===== src/rtl/log2_block.sv =====
// log2_block: 3-stage fixed-point log2 of an unsigned Q16.16 sum-of-exponentials.
// Output is signed Q15.16 (1 sign, 15 int, 16 frac) for the base-2 exp stage.
//
// Ports:
//   clock_i           rising-edge clock
//   reset_i           synchronous active-high reset
//   log2_data_i       unsigned Q16.16 input word
//   log2_data_valid_i input qualifier (no backpressure)
//   log2_data_o       signed Q15.16 log2 result, holds while invalid
//   log2_data_valid_o output qualifier, 3 cycles after input
//   log2_zero_o       input was zero (result forced to most negative)
//   log2_last_o       final sample of each number_of_data vector
module log2_block #(
  parameter int data_size      = 32,
  parameter int lut_addr_bits  = 6,
  parameter int number_of_data = 10
) (
  input  logic                 clock_i,
  input  logic                 reset_i,
  input  logic [data_size-1:0] log2_data_i,
  input  logic                 log2_data_valid_i,
  output logic [data_size-1:0] log2_data_o,
  output logic                 log2_data_valid_o,
  output logic                 log2_zero_o,
  output logic                 log2_last_o
);

  localparam int LUT_N = 1 << lut_addr_bits;
  localparam int CW =
    (number_of_data > 1) ? $clog2(number_of_data) : 1;
  localparam logic [CW-1:0] CNT_MAX = CW'(number_of_data - 1);

  // Elaboration-time table: round(2^16 * (log2(1+m/N) - m/N)).
  // log2 of the mantissa is extracted bit by bit via repeated
  // squaring in Q2.62, with far more bits than the 16 kept.
  function automatic logic [15:0] lut_val(input int m);
    logic [127:0] y;
    logic [63:0]  r;
    logic [63:0]  d;
    y = 128'((1 << lut_addr_bits) + m) << (62 - lut_addr_bits);
    r = '0;
    for (int j = 0; j < 40; j++) begin
      y = (y * y) >> 62;
      r = r << 1;
      if (y[63]) begin
        r[0] = 1'b1;
        y    = y >> 1;
      end
    end
    d = r - (64'(m) << (40 - lut_addr_bits));
    return 16'((d + (64'd1 << 23)) >> 24);
  endfunction

  logic [15:0] lut [LUT_N];

  for (genvar gi = 0; gi < LUT_N; gi++) begin : g_lut
    localparam logic [15:0] LV = lut_val(gi);
    assign lut[gi] = LV;
  end

  // stage 1: leading-one detect
  logic                 s1_valid_q, s1_valid_d;
  logic [data_size-1:0] s1_x_q, s1_x_d;
  logic [4:0]           s1_p_q, s1_p_d;
  logic                 s1_zero_q, s1_zero_d;

  // stage 2: normalise
  logic                 s2_valid_q, s2_valid_d;
  logic [15:0]          s2_f_q, s2_f_d;
  logic [5:0]           s2_k_q, s2_k_d;
  logic                 s2_zero_q, s2_zero_d;

  // stage 3: correct, assemble, frame
  logic                 out_valid_q, out_valid_d;
  logic [data_size-1:0] out_data_q, out_data_d;
  logic                 out_zero_q, out_zero_d;
  logic                 out_last_q, out_last_d;
  logic [CW-1:0]        cnt_q, cnt_d;

  logic [4:0]           lod_p;
  logic [16:0]          sum;
  logic [15:0]          frac;

  always_comb begin
    lod_p = '0;
    for (int i = 0; i < data_size; i++) begin
      if (log2_data_i[i]) lod_p = 5'(i);
    end
    s1_valid_d = log2_data_valid_i;
    s1_x_d     = s1_x_q;
    s1_p_d     = s1_p_q;
    s1_zero_d  = s1_zero_q;
    if (log2_data_valid_i) begin
      s1_x_d    = log2_data_i;
      s1_p_d    = lod_p;
      s1_zero_d = (log2_data_i == '0);
    end
  end

  always_comb begin
    s2_valid_d = s1_valid_q;
    s2_f_d     = s2_f_q;
    s2_k_d     = s2_k_q;
    s2_zero_d  = s2_zero_q;
    if (s1_valid_q) begin
      // MSB lands on bit 31; the 16 bits below it are the fraction
      s2_f_d    = 16'((s1_x_q << (5'd31 - s1_p_q)) >> 15);
      s2_k_d    = {1'b0, s1_p_q} - 6'd16;
      s2_zero_d = s1_zero_q;
    end
  end

  always_comb begin
    sum  = {1'b0, s2_f_q}
         + {1'b0, lut[s2_f_q[15 -: lut_addr_bits]]};
    frac = sum[16] ? 16'hFFFF : sum[15:0];

    out_valid_d = s2_valid_q;
    out_data_d  = out_data_q;
    out_zero_d  = 1'b0;
    out_last_d  = 1'b0;
    cnt_d       = cnt_q;
    if (s2_valid_q) begin
      out_zero_d = s2_zero_q;
      if (s2_zero_q) out_data_d = 32'h8000_0000;
      else out_data_d = {{10{s2_k_q[5]}}, s2_k_q, frac};
      if (cnt_q == CNT_MAX) begin
        out_last_d = 1'b1;
        cnt_d      = '0;
      end else begin
        cnt_d = cnt_q + CW'(1);
      end
    end
  end

  always_ff @(posedge clock_i) begin
    if (reset_i) begin
      s1_valid_q  <= 1'b0;
      s1_x_q      <= '0;
      s1_p_q      <= '0;
      s1_zero_q   <= 1'b0;
      s2_valid_q  <= 1'b0;
      s2_f_q      <= '0;
      s2_k_q      <= '0;
      s2_zero_q   <= 1'b0;
      out_valid_q <= 1'b0;
      out_data_q  <= '0;
      out_zero_q  <= 1'b0;
      out_last_q  <= 1'b0;
      cnt_q       <= '0;
    end else begin
      s1_valid_q  <= s1_valid_d;
      s1_x_q      <= s1_x_d;
      s1_p_q      <= s1_p_d;
      s1_zero_q   <= s1_zero_d;
      s2_valid_q  <= s2_valid_d;
      s2_f_q      <= s2_f_d;
      s2_k_q      <= s2_k_d;
      s2_zero_q   <= s2_zero_d;
      out_valid_q <= out_valid_d;
      out_data_q  <= out_data_d;
      out_zero_q  <= out_zero_d;
      out_last_q  <= out_last_d;
      cnt_q       <= cnt_d;
    end
  end

  assign log2_data_o       = out_data_q;
  assign log2_data_valid_o = out_valid_q;
  assign log2_zero_o       = out_zero_q;
  assign log2_last_o       = out_last_q;

endmodule


===== config.mk =====
export PLATFORM = sky130hd
export DESIGN_NAME = log2_block
export DESIGN_NICKNAME = d
export VERILOG_FILES = /design/src/rtl/log2_block.sv
export SDC_FILE = /design/constraint.sdc
export NUM_CORES = 1
export LEC_CHECK = 0
export BUFFER_PORTS_ARGS = -buffer_cell sky130_fd_sc_hd__buf_2
export CAP_MARGIN = 15
export CORE_UTILIZATION = 50
export CTS_CLUSTER_DIAMETER = 120
export DETAILED_ROUTE_END_ITERATION = 12
export HOLD_SLACK_MARGIN = 0.05
export PLACE_DENSITY = 0.76
export SYNTH_ARGS = -nofsm -noshare
export SYNTH_HDL_FRONTEND = slang
export SYNTH_SLANG_ARGS = --single-unit

===== constraint.sdc =====
create_clock -name clock_i -period 5.75 [get_ports clock_i]
set_input_delay 0.575 -clock clock_i [delete_from_list [all_inputs] [get_ports clock_i]]
set_output_delay 0.575 -clock clock_i [all_outputs]
set_load 0.02 [all_outputs]

# After elaboration in Yosys (flattened, before gate mapping)
# Memories as Yosys holds them, arrays and structs flattened.
# Cells that the tools add are included.
totals:
  mem_bits_ro: 1024
  reg_bits: 102
  in_bits: 35
  n_memories: 1
  elab_cells: 62
op_classes:
  eq_ne: 1
  reduce_logical: 2
  order_cmp: 1
  n_shift: 1
  bitwise_logic: 2
  n_mux: 37
  n_addsub: 4
mem_list:
  columns: ["name", "words", "word_bits", "rd", "rd_clocked_by_memory_dff", "wr", "line", "rtl"]
  rows:
  - ["(name not given)", 64, 16, 1, 0, 0, "115", "+ {1'b0, lut[s2_f_q[15 -: lut_addr_bits]]};"]
ops:
  columns: ["op", "n"]
  rows:
  - ["two-way mux 5 bit", 29]
  - ["two-way mux 16 bit", 3]
  - ["logical NOT 32 bit", 1]
  - ["two-way mux 32 bit", 1]
  - ["<< shifter 32 x 5 -> 31 bit", 1]
  - ["adder 16 x 16 -> 17 bit", 1]
  - ["greater-or-equal comparator 7 bit, second input constant", 1]
  - ["NOT 6 -> 7 bit", 1]
  - ["subtractor 5 x 5 -> 6 bit, second input constant", 1]
  - ["subtractor 5 bit, first input constant", 1]
  - ["adder 4 x 1 -> 4 bit, second input constant", 1]
  - ["== test 4 bit, second input constant", 1]
  - ["two-way mux 4 bit", 1]
  - ["two-way mux 1 bit", 2]
  - ["two-way mux 2 bit", 1]
  - ["OR reduction 2 bit", 1]
  - ["NOT 1 bit", 1]

# Depth between registers and ports, before layout
# Gate-level depths: netlist of the first run.
depth:
  ltp_word: 31
  mapped_depth: 17
  depth_no_buf: 15

# Worst setup path before layout of the first run
# OpenSTA, ideal clock, no wires.
synth_timing:
  path_kind: "register -> register"
  from: "register s2_f_q[11]"
  to: "register out_data_q[15] (netlist: log2_data_o[15])"
  slack_ns: 1.813
  stages_incl_launch_ff: 16
  setup_time_ns: 0.121
  synth_period_minus_slack_ns: 3.937
  arrival_ns: 3.817
  path_buffers: 1
  cell_sequence: "dfxtp_1 -> clkbuf_1 -> inv_1 -> ha_1 -> nand2_1 -> nor3b_1 -> a311o_1 -> o22ai_1 -> a31oi_1 -> ha_1 -> o21ai_0 -> o21bai_1 -> o41a_1 -> a311o_1 -> o21ai_0 -> mux2_2"
synth_via:
  elab_chain_cells: 7
synth_rtl:
  columns: ["item", "line", "rtl"]
  rows:
  - ["from (decl)", "69", "logic [15:0] s2_f_q, s2_f_d;"]
  - ["from (signal assigned)", "143", "s2_f_q <= '0;"]
  - ["from (signal assigned)", "157", "s2_f_q <= s2_f_d;"]
  - ["NOT 6 -> 7 bit (not written as such)", "115", null]
  - ["memory read (64 x 16 bit)", null, null]
  - ["two-way mux 16 bit (not written as such) (2 in series)", "115", null]
  - ["adder 16 x 16 -> 17 bit (*)", "115", null]
  - ["two-way mux 16 bit (*)", "116", "frac = sum[16] ? 16'hFFFF : sum[15:0];"]
  - ["two-way mux 32 bit (*)", "125", "if (s2_zero_q) out_data_d = 32'h8000_0000;"]
  - ["to (signal assigned)", "161", "out_data_q <= out_data_d;"]
  - ["to (decl)", "75", "logic [data_size-1:0] out_data_q, out_data_d;"]
# Mark *: on every way between the ends. The rest lies on a longest branch, timed or not. The select of a mux whose other input is x is not followed.
# A chain may end at the register's enable or synchronous reset.

# Worst setup path in the final report of the first run
# Same ends and word-level chain as after synthesis.

==> impl_metrics.tcl, run 1 <==
set metrics [dict create \
    netlist_area_mm2 0.00668 \
    cts_resized 0 \
    globalplace.congestion 0.953 \
    dieArea_mm2 0.0138 \
    cp.arrival_ps 4800 \
    slowest_delay_ps 720 \
    cts_buffers 9 \
    diodes 0 \
    async_flop_share_pct 0 \
    report.final.slew_viol_count 0 \
    status "finished, final reports clean" \
    fin_crit_ps 4560 \
    hold_class "reg -> reg" \
    synthCells 834 \
    grt_pass1_vias 5616 \
    endpoint_kind "flip-flop" \
    ys_seq_elements 90 \
    clock_sinks 90 \
    port_buffers 69 \
    critical-path-top-delay-family "compound AO/OA/AOI/OAI gates" \
    remaining_drc_errors 0 \
    die-height_um 118 \
    overflow 0 \
    finalCritPeriodShare_pct 79.4 \
    ioPinCount 70 \
    ys_warn_count 0 \
    core_region_area_mm2 0.0128 \
    grt_start_max_net_pins 47 \
    viasPerCell 6.11 \
    power.leakage_nw 3.03 \
    worst_pin_slew_ps 1080 \
    synth_cell_types 67 \
    htree_num_levels 3 \
    finalHoldViolations 0 \
    rsz0062_at_grt "no" \
    avgSynthCellArea_um2 8.01 \
    cp_num_buf_inv 1 \
    first_pass_iters 5 \
    clk_latency_ps 350 \
    crit_slowest_cell "dfxtp_1" \
    maxSlewHeadroom_pct 28.2 \
    start_util_pct 52.1 \
    ctsHoldBuffers 0 \
    rows 41 \
    finalPower_w 0.00176 \
    drtIter0Drc 671 \
    start_kind "flip-flop" \
    ant_nets 0 \
    dpl.hpwl_um 12600 \
    max_freq_mhz 219 \
    num_vias 6266 \
    path_cells "inv_1 -> ha_1 -> nand2_1 -> nor3b_1 -> a311o_1 -> o22ai_1 -> a31oi_1 -> ha_1 -> o21ai_0 -> o21bai_1 -> o41a_1 -> a311o_1 -> o21ai_0 -> mux2_2" \
    synth_edf_count 0 \
    antenna_found_initial 0 \
    final.setup_skew_ps 13.1 \
    path_class "reg -> reg" \
    maxCapViolations 0 \
    required_ps 5990 \
    path_clk_slew_ps 70 \
    track_usage_pct 25.1 \
    tns_ps 0 \
    drive_above_1_share_pct 14.8 \
    area_growth_pct 8.71 \
    ys.flop_type "dfxtp_1" \
    wire_per_inst_um 16.8 \
    grt_pass1_wl_um 28400 \
    clk_path_buf_depth 2 \
    die-width_um 118 \
    post_cts_buffers 0 \
    ir_drop_mv 0.196 \
    root_buffer "clkbuf_16" \
    cts_tree "built" \
    setup_viol 0 \
    syn-num-nets 891 \
    powerDensity_mw_per_mm2 242 \
    seq_area_frac_synth_pct 27.0 \
    wl_um 17200 \
    path_max_fanout 19 \
    fin_nets 906 \
]
[final timing paths]
kind / startpoint / to / slack (ps) / cells after the start
worst max-delay path: s2_f_q[11] / log2_data_o[15] / 1190 / 14
worst min-delay path: log2_data_o[12] / log2_data_o[12] / 470 / 1
worst max register to register: s2_f_q[11] / log2_data_o[15] / 1190 / 14
worst min register to register: log2_data_o[12] / log2_data_o[12] / 470 / 1
[where the power goes]
group | switching, W | internal [W]
clock network | 0.000261 | 0.000299
logic | 0.000272 | 0.000205
registers | 0.0000660 | 0.000656
[registers in the layout (all words and copies together), names as in the netlist, 4 cells and up]
register and flops:
log2_data_o 22, s2_k_q 5, s1_p_q 5, cnt_q 4, s2_f_q 16, s1_x_q 31
[cells in the mapped netlist, drive strengths merged, types with 3 or more instances]
cell type  instances  area, um2
o311ai             4       35.0
nand2b            17        106
a221oi             5       43.8
nor3              21        105
clkbuf            46        173
o211ai            11       82.6
nand2             58        218
inv               13       48.8
o31ai              4       30.0
a32oi              3       26.3
nand3             15       75.1
dfxtp             90       1800
a211oi            20        155
a21o               5       37.5
or3                3       18.8
a311o              3       30.0
xor2               6       52.6
xnor2              5       43.8
a31oi             10       62.6
o21bai             4       30.0
nor2b             23        144
o22ai             14       87.6
o21a               3       22.5
a311oi             8       76.3
and3               8       50.1
nand3b             3       22.5
buf               29        164
and2               4       25.0
a22o               4       35.0
mux2              10        116
nor3b              3       22.5
o21ai             34        170
a211o              3       26.3
nor2             115        432
ha                21        263
nor4               8       50.1
mux2i             80        801
a221o             11        110
nand4              4       25.0
mux4              13        293
a21oi             65        325
[stage by stage]
stage / setup slack [ps] / std cells / utilization [%] / hold slack [ps] / cell area, um2
2_1_floorplan: 1810 / 834 / - / 450 / 6680
3_3_place_gp: 1440 / 1010 / 54.5 / 453 / 6980
3_5_place_dp: 1290 / 1010 / 54.5 / 465 / 6980
4_1_cts: 1270 / 1026 / 56.6 / 481 / 7260
5_1_grt: 930 / 1026 / 56.6 / 491 / 7260
6_report: 1190 / 1026 / 56.6 / 473 / 7260
[final cells by class]
type | instances | area (um2)
multi-input cells | 654 | 4490
well taps | 172 | 215
clock buffers | 10 | 229
flip-flops and latches | 90 | 1810
fillers | 1210 | 5560
inverters | 15 | 56.3
repair buffers | 79 | 420
clock inverters | 6 | 50.0
[cells in the final DEF (no fill, tap or decap), types with 7 or more instances in the layout]
master,count
buf_4,10
ha_1,21
and3_1,8
a311oi_1,7
nand2_1,58
inv_1,13
mux4_2,13
o211ai_1,11
clkbuf_16,9
nor4_1,8
nor3_1,21
nand2b_1,17
mux2i_1,80
buf_2,69
a221o_1,11
a211oi_1,19
a31oi_1,10
nor2b_1,23
o21ai_0,34
o22ai_1,14
a21oi_1,65
mux2_2,9
nor2_1,115
nand3_1,15
dfxtp_1,87
[cell families after synthesis]
group	Yosys count	share of synthesized area (%)
xor+xnor	11	1.44
mux	103	18.1
flops	90	27.0
buf+inv	90	5.88
fa+ha+maj	22	4.23
compound gates	228	23.1
simple gates	290	20.3
[per-layer routing]
metal | wire (um) | GRT usage, %
met2 | 7830 | 39.5
met3 | 887 | 3.63
met4 | 397 | 7.93
met5 | 0 | 0
met1 | 8130 | 35.3
No activity file was read; power rests on OpenSTA's default activity.
==> run 2: changes to the inputs <==
Settings changed: ABC_AREA from default to 1, PLACE_DENSITY 0.76 to 0.77.
Clock period 5.75 ns to 4.3 ns, I/O delays scaled along.
==> impl_metrics.tcl, run 2 <==
set metrics [dict create \
    start_kind "flip-flop" \
    drive_above_1_share_pct 12.9 \
    endpoint_kind "flip-flop" \
    fin_hold_ws_ps 326 \
    final_common_cell "nand2_1" \
    syn-num-nets 1070 \
    num_vias 6826 \
    diodes 0 \
    n_fill_cell 1217 \
    largest_register_ffs 31 \
    combPwrFrac_pct 28.1 \
    ys_seq_elements 90 \
    wl_um 18500 \
    path_class "reg -> reg" \
    drtIter0Drc 661 \
    report.final.slew_viol_count 0 \
    port_buffers 69 \
    critical-path-top-delay-family "compound AO/OA/AOI/OAI gates" \
    ant_nets 0 \
    cts_buffers 9 \
    htree_num_levels 3 \
    synth.area.top_cells "dfxtp_1, nand2_1, o21ai_0, a21oi_1, inv_1" \
    root_buffer "clkbuf_16" \
    maxSlewHeadroom_pct 40.0 \
    status "finished, final reports clean" \
    antenna_found_initial 0 \
    path_clk_slew_ps 70 \
    regArea_mm2 0.00180 \
    synth_adder_area_share_pct 4.47 \
    overflow 0 \
    synth_top_family_by_area "compound AO/OA/AOI/OAI gates" \
    viasPerCell 5.57 \
    internal_power_w 0.00152 \
    die-height_um 114 \
    globalplace.congestion 0.975 \
    rows 40 \
    r2r_cells 26 \
    avgSynthCellArea_um2 6.25 \
    seq_power_share_pct 39.4 \
    path_max_fanout 7 \
    first_pass_iters 5 \
    setup_viol 0 \
    yosysTopAreaCell "dfxtp_1" \
    synth_common_cells "nand2_1, o21ai_0, a21oi_1, inv_1, dfxtp_1" \
    hold_depth 3 \
    fin_util_pct 58.5 \
    remaining_drc_errors 0 \
    required_ps 4500 \
    maxCapViolations 0 \
    synthMostInstantiatedCell "nand2_1" \
    grt_pass1_vias 6358 \
    wire_per_inst_um 15.1 \
    slowest_delay_ps 390 \
    track_usage_pct 29.6 \
    hold_class "in -> reg" \
    die-width_um 114 \
    async_flop_share_pct 0 \
    fin_nets 1110 \
    synth_edf_count 0 \
    fin_crit_ps 3920 \
    pre_cts_ws_ps 161 \
    ctsHoldBuffers 0 \
    finalHoldViolations 0 \
    synth_compound_area_share_pct 29.3 \
    cp.depth 26 \
    dpl.hpwl_um 13700 \
    muxShareOfSynthArea_pct 1.27 \
    ys.flop_type "dfxtp_1" \
    seq_area_frac_synth_pct 28.5 \
    rsz0062_at_grt "no" \
    ys_warn_count 0 \
    synthCells 1013 \
    post_cts_buffers 0 \
    cp_num_buf_inv 4 \
    clk_latency_ps 360 \
    layout_common_cells "nand2_1, o21ai_0, a21oi_1" \
    final.setup_skew_ps 13.4 \
    tns_ps 0 \
    cts_tree "built" \
    clock_sinks 90 \
    area_growth_pct 12.4 \
    crit_slowest_cell "fa_1" \
    yosysTopAreaCellShare_pct 28.5 \
    p_sw_share_pct 34.8 \
    start_util_pct 52.0 \
    max_freq_mhz 255 \
    p_sw_w 0.000813 \
    multi_input_area_mm2 0.00385 \
    cp.arrival_ps 4120 \
    finalWorstSetupSlack_ps 383 \
    clk_path_buf_depth 2 \
    synth_xor_area_share_pct 1.38 \
    ioPinCount 70 \
    netlist_area_mm2 0.00633 \
    ir_drop_mv 0.234 \
    top_register "s1_x_q" \
    synth_cell_types 48 \
    grt_start_max_net_pins 66 \
    grt_pass1_wl_um 30500 \
    finalCritPeriodShare_pct 91.1 \
    pwr-share-clk_pct 32.5 \
    power.leakage_nw 3.30 \
    dieArea_mm2 0.0131 \
    worst_pin_slew_ps 899 \
    core_region_area_mm2 0.0122 \
    synth-simple-area-share_pct 24.3 \
    powerDensity_mw_per_mm2 328 \
]
run 2: area by class of cell:
cell class                 count  share of cell area (%)
clock buffer                  11                    3.41
clock inverter                 5                   0.528
inverter                     100                    5.31
multi-input combinational    753                    54.2
sequential                    90                    25.4
tap                          168                    2.96
timing repair buffer          99                    8.25
run 2: timing repair:
item,CTS,global route
gates resized for setup,0,8
setup endpoints to repair,0,15
endpoints found under the hold margin,0,0
run 2: tightest hold or removal path: cells and delay by family:
kind / cells / cell delay [ps]
buf+inv: 1 / 90
simple gates: 2 / 120
run 2: path summary, 6_finish.rpt:
check / start / slack (ps) / endpoint
max: s2_f_q[10] / 380 / log2_data_o[13]
max reg2reg: s2_f_q[10] / 380 / log2_data_o[13]
min: log2_data_i[0] / 330 / s1_x_q[0]
min reg2reg: log2_data_o[9] / 460 / log2_data_o[9]
run 2: through the flow:
step,power [W],area (um2),std cells
finish,0.00234,7110,1226
CTS,0.00234,7100,1226
detailed placement,0.00158,6820,1210
global placement,0.00158,6800,1209
floorplan,0.00138,6330,1013
global route,0.00246,7110,1226
run 2: power groups by stage:
stage	registers (W)	logic, W	clock network, W
final	0.000920	0.000657	0.000759
after global routing	0.000926	0.000733	0.000804
after CTS	0.000918	0.000647	0.000773
after detailed placement	0.000937	0.000641	0
after global placement	0.000936	0.000646	0
after floorplan	0.000932	0.000449	0
run 2: cells by family after synthesis:
family / after synthesis
muxes: 8
and+or+nand+nor: 387
DFF: 90
adders and majority gates: 22
xor gates and xnor gates: 10
AOI/OAI and AO/OA: 326
buffers and inverters: 170
run 2: per-layer routing:
layer / vias to the layer above / routed length (um) / GRT usage [%]
li1: 3470 / - / -
met1: 3031 / 7770 / 34.7
met2: 252 / 8880 / 50.7
met3: 73 / 1040 / 5.66
met4: 0 / 833 / 16.5
met5: - / 0 / 0
==> run 3: changes to the inputs <==
Settings changed: CORE_ASPECT_RATIO from default to 1.25.
==> impl_metrics.tcl, run 3 (same netlist as run 2, synthesis figures left out) <==
set metrics [dict create \
    regArea_mm2 0.00180 \
    maxSlewHeadroom_pct 46.2 \
    dpl.hpwl_um 14200 \
    drtIter0Drc 470 \
    ir_drop_mv 0.211 \
    p_sw_w 0.000807 \
    layout_common_cells "nand2_1, o21ai_0, a21oi_1" \
    finalWorstSetupSlack_ps 361 \
    internal_power_w 0.00157 \
    drive_above_1_share_pct 12.3 \
    diodes 0 \
    cts_tree "built" \
    endpoint_kind "flip-flop" \
    track_usage_pct 29.9 \
    root_buffer "clkbuf_16" \
    die-width_um 103 \
    multi_input_area_mm2 0.00384 \
    p_sw_share_pct 34.0 \
    n_fill_cell 1244 \
    path_max_fanout 13 \
    final.setup_skew_ps 11.3 \
    antenna_found_initial 0 \
    core_region_area_mm2 0.0122 \
    remaining_drc_errors 0 \
    final_common_cell "nand2_1" \
    clock_sinks 90 \
    dieArea_mm2 0.0131 \
    rows 45 \
    start_util_pct 51.8 \
    grt_start_max_net_pins 65 \
    port_buffers 69 \
    start_kind "flip-flop" \
    wire_per_inst_um 15.3 \
    combPwrFrac_pct 27.6 \
    grt_pass1_vias 6533 \
    finalCritPeriodShare_pct 91.6 \
    fin_crit_ps 3940 \
    required_ps 4500 \
    worst_pin_slew_ps 802 \
    ioPinCount 70 \
    tns_ps 0 \
    setup_viol 0 \
    powerDensity_mw_per_mm2 335 \
    num_vias 6807 \
    finalHoldViolations 0 \
    largest_register_ffs 31 \
    path_class "reg -> reg" \
    grt_pass1_wl_um 30800 \
    overflow 0 \
    first_pass_iters 5 \
    seq_power_share_pct 38.6 \
    wl_um 18600 \
    cts_buffers 9 \
    path_clk_slew_ps 70 \
    cp.arrival_ps 4140 \
    hold_class "in -> reg" \
    fin_nets 1108 \
    ant_nets 0 \
    pwr-share-clk_pct 33.8 \
    ctsHoldBuffers 0 \
    globalplace.congestion 0.972 \
    area_growth_pct 11.9 \
    rsz0062_at_grt "no" \
    clk_latency_ps 340 \
    report.final.slew_viol_count 0 \
    status "finished, final reports clean" \
    power.leakage_nw 3.30 \
    viasPerCell 5.58 \
    htree_num_levels 3 \
    die-height_um 128 \
    top_register "s1_x_q" \
    maxCapViolations 0 \
    clk_path_buf_depth 2 \
    max_freq_mhz 254 \
    pre_cts_ws_ps 171 \
]
==> run 3: power groups by stage <==
| stage | clock [W] | sequential (W) | combinational [W] |
|---|---|---|---|
| finish | 0.000802 | 0.000917 | 0.000655 |
| global route | 0.000849 | 0.000924 | 0.000731 |
| CTS | 0.000808 | 0.000916 | 0.000645 |
| detailed placement | 0 | 0.000935 | 0.000640 |
| global placement | 0 | 0.000933 | 0.000643 |
| floorplan | 0 | 0.000932 | 0.000449 |
==> run 3: area by class of cell <==
| cell class | count | share of cell area (%) |
|---|---|---|
| sequential | 90 | 25.4 |
| tap | 164 | 2.90 |
| multi-input combinational | 753 | 54.2 |
| clock inverter | 6 | 1.01 |
| timing repair buffer | 97 | 7.85 |
| inverter | 100 | 5.34 |
| clock buffer | 10 | 3.23 |
==> run 3: worst paths after layout <==
path                                       from  cells after the start  slack [ps]               to
worst max-delay path                 s2_f_q[10]                     26         360  log2_data_o[15]
worst min-delay path             log2_data_i[0]                      3         350        s1_x_q[0]
worst max register to register       s2_f_q[10]                     26         360  log2_data_o[15]
worst min register to register  log2_data_o[12]                      2         460  log2_data_o[12]
==> run 3: repair_timing <==
| action | 4_1_cts | 5_1_grt |
|---|---|---|
| gates resized for setup | 0 | 5 |
| endpoints found under the hold margin | 0 | 0 |
| setup buffers | 0 | 0 |
| endpoints found under the setup margin | 0 | 14 |
==> run 3: through the flow <==
step / cell area (um2) / util (%) / total power, W / std cells / hold slack, ps
detailed placement: 6770 / 55.4 / 0.00158 / 1203 / 453
floorplan: 6330 / - / 0.00138 / 1013 / 430
finish: 7080 / 58.0 / 0.00237 / 1220 / 351
CTS: 7070 / 57.9 / 0.00237 / 1219 / 350
global route: 7080 / 58.0 / 0.00250 / 1220 / 355
global placement: 6770 / 55.4 / 0.00158 / 1203 / 451
==> run 3: routing by layer <==
| metal | part of all wire, % | track usage, % |
|---|---|---|
| met3 | 4.1 | 3.44 |
| met2 | 50 | 52.1 |
| met4 | 6.1 | 20.0 |
| met1 | 40 | 33.6 |
| met5 | 0 | 0 |
==> run 3: critical path, cell delays in order (launching register included) <==
cell and delay [ps]:
dfxtp_1 310, inv_2 100, ha_1 200, inv_1 70, nor2_1 170, inv_1 130, o21ai_1 180, o21ai_0 120
a32o_1 220, ha_1 210, fa_1 390, nand2_1 90, inv_2 30, nor2_1 110, o21bai_2 80, a21oi_1 170
o21ai_2 90, a21boi_2 160, o21ai_2 80, a21oi_1 170, o21bai_2 100, nand2_2 80, a21oi_4 60, nand2_2 90
inv_4 80, o31ai_1 200, a21oi_1 90
